## src/rtl/ggt_pkg.sv

```systemverilog
// Shared definitions for the GCD job sequencer: sequencer states and
// default sizing constants used by ggt_job_sequencer and ggt_pair_fifo.
package ggt_pkg;

    localparam int GGT_W       = 16;
    localparam int GGT_TIMEOUT = 70000;
    localparam int GGT_DEPTH   = 4;

    // Job sequencer states, in the order a normal job visits them.
    typedef enum logic [2:0] {
        IDLE   = 3'd0,
        START  = 3'd1,
        SETTLE = 3'd2,
        WAIT   = 3'd3,
        OUT    = 3'd4
    } ggt_state_e;

    // A pair with a zero operand has gcd equal to the other operand.
    function automatic logic is_zero_pair(input logic [GGT_W-1:0] a,
                                          input logic [GGT_W-1:0] b);
        return (a == '0) || (b == '0);
    endfunction

endpackage

```

## src/rtl/ggt_pair_fifo.sv

```systemverilog
// Synchronous FIFO holding packed operand pairs {A,B} for the job sequencer.
// Pointers wrap modulo DEPTH (power of two); full/empty derive from a
// registered occupancy count. A push while full is taken only together
// with a pop, so the slot freed by the pop is reused in the same cycle.
module ggt_pair_fifo #(
    parameter int W2    = 32,
    parameter int DEPTH = 4
) (
    input  logic          clk,
    input  logic          rst_i,
    input  logic          push,
    input  logic [W2-1:0] wdata,
    input  logic          pop,
    output logic [W2-1:0] rdata,
    output logic          full,
    output logic          empty
);

    localparam int AW = (DEPTH > 1) ? $clog2(DEPTH) : 1;
    localparam int CW = $clog2(DEPTH + 1);

    logic [W2-1:0] mem [DEPTH];
    logic [AW-1:0] wr_ptr;
    logic [AW-1:0] rd_ptr;
    logic [CW-1:0] count;
    logic          do_push;
    logic          do_pop;

    assign empty   = (count == '0);
    assign full    = (count == CW'(DEPTH));
    assign do_pop  = pop & ~empty;
    assign do_push = push & (~full | do_pop);
    assign rdata   = mem[rd_ptr];

    // Pointer and occupancy bookkeeping.
    always_ff @(posedge clk) begin
        if (!rst_i) begin
            wr_ptr <= '0;
            rd_ptr <= '0;
            count  <= '0;
        end else begin
            if (do_push) wr_ptr <= wr_ptr + AW'(1);
            if (do_pop)  rd_ptr <= rd_ptr + AW'(1);
            count <= count + CW'(do_push) - CW'(do_pop);
        end
    end

    // Pair storage; contents need no reset because count gates reads.
    always_ff @(posedge clk) begin
        if (do_push) mem[wr_ptr] <= wdata;
    end

endmodule

```

## src/rtl/ggt_job_sequencer.sv

```systemverilog
// Upstream feeder for ggt_top: queues operand pairs, starts the GCD core
// once per pair, waits for its valid (with a watchdog) and returns each
// result tagged with its operands on a valid/ready port.
//
// Handshakes (both ports): a transfer happens on a rising clk edge where
// valid and ready are both 1. A source never withdraws valid or changes its
// payload before the transfer; ready may be asserted independently of valid.
//
// Optional build macro GGT_ZERO_BYPASS_EN: pairs with a zero operand skip
// the core and complete immediately with result A|B.
module ggt_job_sequencer
    import ggt_pkg::*;
#(
    parameter int W           = GGT_W,
    parameter int DEPTH       = GGT_DEPTH,
    parameter int TIMEOUT_CYC = GGT_TIMEOUT
) (
    input  logic         clk,
    input  logic         rst_i,
    input  logic         pair_valid_i,
    output logic         pair_ready_o,
    input  logic [W-1:0] zahl1_i,
    input  logic [W-1:0] zahl2_i,
    output logic         ggt_start_o,
    output logic [W-1:0] ggt_zahl1_o,
    output logic [W-1:0] ggt_zahl2_o,
    input  logic         ggt_valid_i,
    input  logic [W-1:0] ggt_ergebnis_i,
    output logic         res_valid_o,
    input  logic         res_ready_i,
    output logic [W-1:0] res_zahl1_o,
    output logic [W-1:0] res_zahl2_o,
    output logic [W-1:0] res_ergebnis_o,
    output logic         res_err_o,
    output logic [15:0]  jobs_done_o,
    output ggt_state_e   dbg_state
);

    localparam int WD_W = $clog2(TIMEOUT_CYC + 1);
    localparam logic [WD_W-1:0] WD_LAST = WD_W'(TIMEOUT_CYC - 1);

    ggt_state_e      state;
    logic            ready_en;
    logic            start_q;
    logic            res_valid_q;
    logic            res_err_q;
    logic [W-1:0]    op_a;
    logic [W-1:0]    op_b;
    logic [W-1:0]    res_erg_q;
    logic [WD_W-1:0] wd;
    logic [15:0]     jobs_q;

    logic            fifo_push;
    logic            fifo_pop;
    logic            fifo_full;
    logic            fifo_empty;
    logic [2*W-1:0]  fifo_head;
    logic [W-1:0]    head_a;
    logic [W-1:0]    head_b;

    // ready_en keeps pair_ready_o low in the reset cycle and rises one
    // cycle after release; afterwards readiness is just "not full".
    assign pair_ready_o = ready_en & ~fifo_full;
    assign fifo_push    = pair_valid_i & pair_ready_o;
    assign fifo_pop     = (state == IDLE) & ~fifo_empty;
    assign head_a       = fifo_head[2*W-1:W];
    assign head_b       = fifo_head[W-1:0];

    ggt_pair_fifo #(
        .W2    (2 * W),
        .DEPTH (DEPTH)
    ) u_fifo (
        .clk   (clk),
        .rst_i (rst_i),
        .push  (fifo_push),
        .wdata ({zahl1_i, zahl2_i}),
        .pop   (fifo_pop),
        .rdata (fifo_head),
        .full  (fifo_full),
        .empty (fifo_empty)
    );

    // Operands stay in op_a/op_b from the pop until the next pop, so they
    // serve both as the core inputs and as the result tags.
    assign ggt_start_o    = start_q;
    assign ggt_zahl1_o    = op_a;
    assign ggt_zahl2_o    = op_b;
    assign res_valid_o    = res_valid_q;
    assign res_zahl1_o    = op_a;
    assign res_zahl2_o    = op_b;
    assign res_ergebnis_o = res_erg_q;
    assign res_err_o      = res_err_q;
    assign jobs_done_o    = jobs_q;
    assign dbg_state      = state;

    // Job sequencer: pop, start pulse, settle, wait with watchdog, hand off.
    always_ff @(posedge clk) begin
        if (!rst_i) begin
            state       <= IDLE;
            ready_en    <= 1'b0;
            start_q     <= 1'b0;
            res_valid_q <= 1'b0;
            res_err_q   <= 1'b0;
            op_a        <= '0;
            op_b        <= '0;
            res_erg_q   <= '0;
            wd          <= '0;
            jobs_q      <= '0;
        end else begin
            ready_en <= 1'b1;
            start_q  <= 1'b0;
            case (state)
                IDLE: begin
                    if (!fifo_empty) begin
                        op_a <= head_a;
                        op_b <= head_b;
`ifdef GGT_ZERO_BYPASS_EN
                        if (is_zero_pair(head_a, head_b)) begin
                            res_erg_q   <= head_a | head_b;
                            res_err_q   <= 1'b0;
                            res_valid_q <= 1'b1;
                            state       <= OUT;
                        end else begin
                            start_q <= 1'b1;
                            state   <= START;
                        end
`else
                        start_q <= 1'b1;
                        state   <= START;
`endif
                    end
                end
                START: begin
                    wd    <= '0;
                    state <= SETTLE;
                end
                SETTLE: begin
                    // Core valid may still be high from the previous job.
                    state <= WAIT;
                end
                WAIT: begin
                    wd <= wd + WD_W'(1);
                    if (ggt_valid_i) begin
                        res_erg_q   <= ggt_ergebnis_i;
                        res_err_q   <= 1'b0;
                        res_valid_q <= 1'b1;
                        state       <= OUT;
                    end else if (wd == WD_LAST) begin
                        res_erg_q   <= '0;
                        res_err_q   <= 1'b1;
                        res_valid_q <= 1'b1;
                        state       <= OUT;
                    end
                end
                OUT: begin
                    if (res_ready_i) begin
                        res_valid_q <= 1'b0;
                        jobs_q      <= jobs_q + 16'd1;
                        state       <= IDLE;
                    end
                end
                default: begin
                    state <= IDLE;
                end
            endcase
        end
    end

endmodule

```

## config.mk

```make
export PLATFORM = sky130hd
export DESIGN_NAME = ggt_job_sequencer
export DESIGN_NICKNAME = d
export VERILOG_FILES = /design/src/rtl/ggt_pkg.sv /design/src/rtl/ggt_pair_fifo.sv /design/src/rtl/ggt_job_sequencer.sv
export SDC_FILE = /design/constraint.sdc
export NUM_CORES = 1
export LEC_CHECK = 0
export ABC_AREA = 1
export BUFFER_PORTS_ARGS = -buffer_cell sky130_fd_sc_hd__buf_4
export CORE_ASPECT_RATIO = 0.75
export CORE_MARGIN = 5
export CORE_UTILIZATION = 45
export DETAILED_ROUTE_END_ITERATION = 6
export PLACE_DENSITY = 0.71
export SLEW_MARGIN = 20
export SYNTH_ARGS = -nofsm -noshare
export SYNTH_HDL_FRONTEND = slang
export SYNTH_SLANG_ARGS = --single-unit
```

## constraint.sdc

```tcl
create_clock -name clk -period 3.63 [get_ports clk]
set_input_delay 0.1815 -clock clk [delete_from_list [all_inputs] [get_ports clk]]
set_output_delay 0.1815 -clock clk [all_outputs]
set_load 0.02 [all_outputs]
```

==> flow_results.org, run 1 <==
** Global routing
- Global routing used between 10% and 20% of the available tracks across all layers.
- The via count of the first global-routing pass is 6,604.
- The first global-routing pass estimated roughly 34 mm of wire.
- Pin count of the biggest net entering global routing :: 67
- Grt ovf :: 0
- Number of antenna violations at the first check in global routing :: 0

** Synthesis
- The share of synthesized area in the top cell type comes to a little over two fifths.
- Proportion of register bits with asynchronous set or reset after synthesis :: 0%
- Averaged over all synthesized cells, the footprint is 10.0 µm².
- Yosys mapped the design onto 32 distinct sky130hd cell types.
- Yosys Warn Count :: 0
- Cell type with the largest total area after synthesis :: sky130_fd_sc_hd__edfxtp_1
- Counting every instance in the synthesized netlist gives 899.
- Primary FF master, synth :: sky130_fd_sc_hd__edfxtp_1
- Most instantiated cells after synthesis :: sky130_fd_sc_hd__nor2_1 (169), sky130_fd_sc_hd__edfxtp_1 (128), sky130_fd_sc_hd__o21ai_0 (118), sky130_fd_sc_hd__nand2_1 (110), sky130_fd_sc_hd__dfxtp_1 (95)
- Of the synthesized area, sequential elements account for between 60 and 70%.
- The cell area that synthesis handed to floorplanning was 8990 µm².
- Most area-consuming cells after synthesis :: sky130_fd_sc_hd__edfxtp_1 (43%), sky130_fd_sc_hd__dfxtp_1 (21%), sky130_fd_sc_hd__nor2_1 (7.1%)
- Cell with the most instances after synthesis :: sky130_fd_sc_hd__nor2_1
- Syn Nets :: 961
- The synthesized design contains 223 register bits.
- Number of enable-type register cells in the synthesized netlist :: approximately 130

** CTS
- CTS tree :: built
- Clock tree synthesis found a total of 223 sinks.
- H-tree levels :: 1
- Root cell of the clock tree :: sky130_fd_sc_hd__clkbuf_16
- Clock tree synthesis inserted a total of 22 buffers.
- Clock latency at the later pin of the worst-skew pair :: around 0.49 ns
- In this run the deepest clock path goes through 3 buffers.
- Worst-path clk slew :: 0.06 ns
- Number of setup buffers added after CTS :: 0

** Setup path
- The worst setup path is launched from a flip-flop.
- STA classifies the critical path endpoint as a flip-flop.
- In this run the critical register-to-register path is captured at u_fifo.mem[0][26]$_DFFE_PP_.
- FF-to-FF path depth :: 4
- Launching point of the worst reg2reg path :: u_fifo.count[1]$_SDFF_PN0_
- Setup slack of the worst register-to-register path :: roughly 1.3 ns
- STA puts the critical path data arrival time at 2.46 ns.
- Along the worst path, the maximum fanout reaches 32.
- Critical setup path kind :: flip-flop to flip-flop
- Data on the critical path is required at its endpoint by 3.74 ns.
- The critical path starts at u_fifo.count[1]$_SDFF_PN0_.

** Route
- Detailed router's first-iteration violation count :: 445
- Post-DRT Antenna Nets :: 0
- Before antenna repair, the detailed router went through 5 iterations.
- Remaining DRCs :: 0
- Total Routed Length :: 20.9 mm
- Vias per inst :: 5.08
- The detailed router placed 6,753 vias in this run.
- After detailed routing, the average wire length per cell comes to 15.7 µm.

** Power
- Largest voltage drop on the vdd net :: 0.346 mV
- For this design the ratio of total power to cell area is 640 nW/µm².
- The analysis attributes to cell leakage a power of around 4.3 nW.
- Final Total Pwr :: 7.27 mW

** Floorplanning
- Number of primary I/O pins :: 156
- Once the floorplan was initialized, standard cells occupied 46.1% of the core.
- The core region is a little under 20,000 µm².
- After floorplanning, the core was divided into 44 placement rows.
- In this run the vertical extent of the chip is 132 µm.
- Area enclosed by the die boundary :: approximately 23,000 µm²
- Measured along the x axis, the die boundary spans roughly 170 µm.

** Timing
- Setup repair after global routing left no endpoint under its margin.
- Number of setup violations in the final report :: 0
- Maximum clock frequency :: 0.425 GHz
- Fraction of the cycle the final worst path needs :: 64.8%
- At the pin with the least slew margin, the transition time is approximately 1 ns.
- Final worst clock skew :: 0.00936 ns
- The number of pins with negative max-slew slack in the final report came to 0.
- The worst path in the final design needs a cycle of 2.35 ns, including I/O delays and setup.
- Final TNS setup :: 0 ns
- Worst-case headroom to the max-slew limit :: 31.9%
- Final hold vios :: 0

** Final layout
- Non-filler cells, final :: 1,329
- Cell area after layout :: approximately 11,000 µm²
- Final antenna diode count :: 0
- Of the cells placed in the final design, the portion with a size suffix greater than 1 is approximately a fifth.
- The area growth from synthesis to layout is 26.4%.
- In the final design database the tool counted approximately 1,100 nets.

** Hold path
- Hold Crit Start :: res_ready_i
- Worst min-delay path category :: input pin to flip-flop
- Along the worst hold path, the cell count comes to 3.
- For hold timing, the worst endpoint is dbg_state[2]$_SDFFE_PN0P_.

** Placed design
- Port buffering added approximately 160 buffers.
- Instance area after placement :: 10,100 µm²
- The HPWL after detailed placement is 12.4 mm.
- The congestion estimate from routability-driven global placement came to 0.819.
- Once placement completed, the tool counted placed cells totaling 1,238.

** Job
- Max-cap violations in this run came to 0.

** Run status
- Result of the run :: completed
## worst max path at each step
stage	to	slack, ns	cells after the start
2_1_floorplan	u_fifo.mem[0][0]$_DFFE_PP_	0.70	4
5_1_grt	u_fifo.mem[0][27]$_DFFE_PP_	1.10	4
4_1_cts	u_fifo.mem[3][28]$_DFFE_PP_	1.17	4
6_report	u_fifo.mem[0][26]$_DFFE_PP_	1.28	4
3_5_place_dp	u_fifo.mem[3][9]$_DFFE_PP_	1.20	4
3_3_place_gp	ggt_zahl2_o[12]$_SDFFE_PN0P_	1.21	5
## through the flow
step	utilization, %	hold WS (ns)	setup WS, ns
floorplan	-	0.209	0.699
global placement	51.9	0.385	1.21
detailed placement	51.9	0.384	1.20
CTS	57.9	0.0152	1.17
global route	58.3	0.0431	1.10
finish	58.3	0.0256	1.28
## sequential cells by signal (all words and copies together) (netlist names)
name            cells
u_fifo.wr_ptr       2
u_fifo.rd_ptr       2
u_fifo.count        3
jobs_done_o        16
res_ergebnis_o     16
ggt_zahl1_o        16
u_fifo.mem        128
dbg_state           3
ggt_start_o         1
res_err_o           1
wd                 17
ready_en            1
res_valid_o         1
ggt_zahl2_o        16
## cell type report
type | instances | area (µm²)
clock buffer | 35 | 668
clock inverter | 5 | 30.0
fill | 1649 | 8120
inverter | 53 | 200
multi-input combinational | 550 | 2660
sequential | 223 | 5750
tap | 253 | 317
timing repair buffer | 210 | 1750
## timing repair
item,in CTS,in global routing
hold buffers,48,0
gates resized for setup,0,0
endpoints found under the hold margin,144,0
## critical path, stage by stage (launching register included)
cell,delay (ns)
sky130_fd_sc_hd__dfxtp_1,0.43
sky130_fd_sc_hd__nor2_1,0.08
sky130_fd_sc_hd__a21oi_1,0.19
sky130_fd_sc_hd__nand2_1,0.35
sky130_fd_sc_hd__nor2_4,0.89
## cell usage in the layout, fill, tap and decap left out, drive strengths merged, types with 2 or more instances in the layout
cell         instances
a31oi               32
a22oi                3
dfxtp               95
nand3               22
clkinv               5
nand4                8
nand2              112
o21ai              118
inv                 51
dlygate4sd3         48
a21oi               51
clkinvlp             2
xor2                 2
clkbuf              35
nand3b               3
or2                  2
ha                   8
buf                162
nor2               173
edfxtp             128
nor3                10
## cells by family (layout without fill, tap and decap cells)
logic type	count (synthesis)	in the layout	synth area share, %
compound gates	207	207	12.1
xor+xnor	3	3	0.292
fa+ha+maj	9	9	1.34
buf+inv	126	303	6.99
flops	223	223	63.9
simple gates	331	331	15.3
## power breakdown
part | total [mW] | internal, mW | switching (mW)
Sequential | 3.09 | 2.92 | 0.168
Combinational | 2.01 | 0.717 | 1.30
Clock | 2.17 | 1.26 | 0.907
Total | 7.27 | 4.90 | 2.37
## metal layers
layer	routed length, µm	global-route usage (%)	share of wire (%)	vias up
li1	-	-	-	3370
met1	9420	23.6	45	3170
met2	10100	30.3	48	178
met3	1000	3.39	4.8	35
met4	383	4.03	1.8	0
met5	0	0	0	-
Note: power is estimated with default switching activity, not from simulation.
==> inputs of run 2 (changes only) <==
clock period = 2.25 ns   (was 3.63 ns; I/O delays follow)
==> run 2 against run 1 <==
  * Register-to-register slack got worse by 1.1 ns
  * Core utilization increased by 0.76 points
  * Worst hold slack improved by 0.014 ns
  * First-iteration DRC count increased by 4.0%
  * Die area unchanged
  * Fmax increased by 14%
  * Critical endpoint is now u_fifo.count[2]$_SDFF_PN0_
  * Via count increased by 0.25%
  * Setup slack got worse by 1.1 ns
  * Clock power increased by 72%
  * Critical path depth increased by 6
  * Cell count increased by 1.1%
  * Sequential cell count unchanged
==> flow_results.org, run 2 (synthesized netlist as in run 1, its figures left out) <==
** Floorplanning
- The area inside the core boundary is 19,500 µm² (unchanged).
- Height of the die :: 132 µm (unchanged)
- The effective utilization at floorplan is 46.1% (unchanged).
- The horizontal die dimension was 173 µm (unchanged).
- The placement row count came to 44 (unchanged).
- Number of primary I/O pins :: 156 (unchanged)
- The total die area was 22,900 µm² (unchanged).

** Power
- The switching power total is 3.95 mW (was 2.37 mW).
- The portion of total power attributed to combinational logic is 27.8% (was 27.7%).
- The fraction of power consumed by the clock network is 30.8% (was 29.9%).
- Sequential group share of total power :: 41.3% (was 42.4%)
- The power per standard cell area came to 1050 nW/µm² (was 640 nW/µm²).
- The leakage power summed over all cells is 4.39 nW (was 4.31 nW).
- The internal power came to 8.16 mW (was 4.90 mW).
- Switching Fraction :: 32.6% (about the same)
- The highest ir drop seen on vdd is 0.823 mV (was 0.346 mV).

** Timing
- The final setup violation count is 0 (unchanged).
- Final hold vios :: 0 (unchanged)
- Worst path setup slack after routing :: 0.181 ns (was 1.28 ns)
- The share of the clock period used by the worst path is 92.0% (was 64.8%).
- Actual transition at the worst max-transition pin :: 0.708 ns (was 1.02 ns)
- Count of final max-slew check failures :: 0 (unchanged)
- The clock period minus final worst setup slack was 2.07 ns (was 2.35 ns).
- Maximum clock frequency :: 0.483 GHz (was 0.425 GHz)
- Unrepaired setup endpoints after global routing: false (unchanged).
- The worst max-slew margin expressed relative to the limit came to 52.8% (was 31.9%).
- Final worst clock skew :: 0.00660 ns (was 0.00936 ns)

** Final layout
- Most used cells in the layout excluding fill and tap cells :: sky130_fd_sc_hd__buf_4 (171), sky130_fd_sc_hd__nor2_1 (164), sky130_fd_sc_hd__edfxtp_1 (128) (was sky130_fd_sc_hd__nor2_1 (164), sky130_fd_sc_hd__buf_4 (159), sky130_fd_sc_hd__edfxtp_1 (128))
- Fin util :: 59.1% (was 58.3%)
- Register with the highest flop count :: u_fifo.mem (unchanged)
- Layout-stage area growth over the synthesis result :: 28.1% (was 26.4%)
- Commonest non-fill, non-tap cell in the layout :: sky130_fd_sc_hd__buf_4 (was sky130_fd_sc_hd__nor2_1)
- The layout filler cell count is 1,609 (was 1,649).
- Cell area after layout :: 11,500 µm² (was 11,400 µm²)
- Largest registers in the final layout :: u_fifo.mem (128), wd (17) (unchanged)
- Non-filler cells, final :: 1,343 (was 1,329)
- The flip-flop count of the largest register, all copies and words added was 128 (unchanged).
- The number of nets in the layout was 1,135 (was 1,122).
- Share of post-route cells with drive strength above 1 :: 21.2% (was 20.0%)

** Hold path
- The type of the most critical hold path is input pin to flip-flop (unchanged).

** CTS
- Root cell of the clock tree :: sky130_fd_sc_hd__clkbuf_16 (unchanged)
- The maximum buffer depth of the clock tree came to 3 (unchanged).
- The number of buffers created by CTS came to 22 (unchanged).
- The post-CTS setup-driven buffer insertion count came to 0 (unchanged).
- Worst-path clk slew :: 0.06 ns (about the same)
- The clock insertion delay at the later pin of the skew report was 0.50 ns (was 0.49 ns).
- CTS tree :: built (unchanged)
- Clock sink count :: 223 (unchanged)
- H-tree levels :: 1 (unchanged)

** Placed design
- Number of I/O port buffers :: 155 (unchanged)
- Post-Place Setup Slack :: 0.145 ns (was 1.20 ns)
- The placed instance count is 1,253 (was 1,238).
- Instance area after placement :: 10,300 µm² (was 10,100 µm²)
- The total half-perimeter wirelength after legalization and detailed placement came to 12.8 mm (was 12.4 mm).
- The final RePlAce weighted congestion came to 0.806 (was 0.819).

** Setup path
- The top cell family by delay on the critical path is adder cells (was simple AND/OR/NAND/NOR gates).
- Sort of element at the end of the critical path :: flip-flop (unchanged)
- The delay of the slowest cell on the worst path is 0.37 ns (was 0.89 ns).
- The required time of the critical path is 2.62 ns (was 3.74 ns).
- The startpoint type of the worst setup path is a flip-flop (unchanged).
- The critical path arrival came to 2.44 ns (was 2.46 ns).
- The largest fanout on the critical path is 3 (was 32).
- The category of the critical setup timing path is flip-flop to flip-flop (unchanged).
- The number of buffers and inverters on the critical path came to 2 (was 0).
- Slowest cell on crit path :: sky130_fd_sc_hd__fa_1 (was sky130_fd_sc_hd__nor2_4)
- Critical-path cell list: nor3_4 -> nor2_4 -> ha_1 -> inv_1 -> ha_1 -> inv_1 -> fa_1 -> xor2_1 -> o21ai_0 -> a21oi_1 (was nor2_1 -> a21oi_1 -> nand2_1 -> nor2_4).

** Global routing
- Via count of the first global-routing pass :: 6,365 (was 6,604)
- Pin count of the biggest net entering global routing :: 67 (unchanged)
- Number of antenna violations at the first check in global routing :: 1 (was 0)
- Grt ovf :: 0 (unchanged)
- The first-pass GRT wire length came to 33.6 mm (was 33.9 mm).
- GRT Overall Usage :: 17.8% (was 17.7%)

** Job
- The number of max-cap violations was 0 (unchanged).

** Route
- Post-DRT Antenna Nets :: 0 (unchanged)
- Number of detailed-routing iterations run before antenna repair :: 5 (unchanged)
- Remaining DRCs :: 0 (unchanged)
- Detailed router's first-iteration violation count :: 463 (was 445)
- Total Routed Length :: 21.1 mm (was 20.9 mm)
- Wire length per cell after detailed routing :: 15.7 µm (about the same)
- The number of vias after detailed routing came to 6,770 (was 6,753).
- Vias per inst :: 5.04 (was 5.08)

** Run status
- Result of the run :: completed (unchanged)
run 2: cell types whose count changed in the layout (fill, tap and decap cells not counted), sizes merged:
cell / previous run / this run
clkinv: 5 / 11
buf: 162 / 174
dlygate4sd3: 48 / 49
diode: 0 / 1
bufinv: 0 / 3
clkinvlp: 2 / 3
clkbuf: 35 / 25
run 2: power groups by stage:
stage | Clock [mW] | Combinational (mW) | Sequential (mW)
after floorplan | 0 | 2.06 | 5.28
after global placement | 0 | 3.22 | 5.05
after detailed placement | 0 | 3.29 | 5.07
after CTS | 3.81 | 3.38 | 4.99
after global routing | 3.97 | 3.70 | 5.04
final | 3.73 | 3.37 | 5.00
run 2: per-stage QoR:
stage | total power, mW | hold WS (ns) | TNS, ns
after floorplan | 7.34 | 0.140 | -6.96
after global placement | 8.28 | 0.315 | 0
after detailed placement | 8.36 | 0.314 | 0
after CTS | 12.2 | 0.0104 | 0
after global routing | 12.7 | 0.0357 | 0
final | 12.1 | 0.0398 | 0
run 2: final timing paths:
path	end	start	cells past startpoint	slack, ns
min	dbg_state[1]$_SDFFE_PN0P_	ggt_valid_i	4	0.04
max reg2reg	u_fifo.count[2]$_SDFF_PN0_	u_fifo.count[2]$_SDFF_PN0_	10	0.18
max	u_fifo.count[2]$_SDFF_PN0_	u_fifo.count[2]$_SDFF_PN0_	10	0.18
min reg2reg	res_err_o$_SDFFE_PN0P_	res_err_o$_SDFFE_PN0P_	2	0.46
run 2: final cells by class:
| cell class | count | area (µm²) | share of cell area, % |
|---|---|---|---|
| Clock buffer | 25 | 583 | 5.06 |
| Sequential cell | 223 | 5760 | 50.0 |
| Inverter | 53 | 199 | 1.73 |
| Antenna cell | 1 | 2.50 | 0.0217 |
| Tap cell | 253 | 317 | 2.75 |
| Clock inverter | 15 | 153 | 1.33 |
| Multi-Input combinational cell | 550 | 2670 | 23.2 |
| Timing Repair Buffer | 223 | 1830 | 15.9 |
run 2: tightest hold or removal path, delay by kind of cell:
family | cells | cell delay [ns]
buf+inv | 2 | 0.15
simple gates | 1 | 0.13
compound gates | 1 | 0.09
run 2: what timing repair did:
action                                  CTS  global route
resized for setup                         0             1
endpoints found under the setup margin    0             1
hold buffers                             49             0
endpoints found under the hold margin   145             0
run 2: routing by layer:
layer | GRT usage (%) | vias to the layer above | share of wire, %
met5 | 0 | - | 0
met4 | 3.63 | 0 | 1.6
met3 | 3.59 | 27 | 6.4
met2 | 29.5 | 167 | 47
met1 | 24.5 | 3177 | 45
li1 | - | 3399 | -
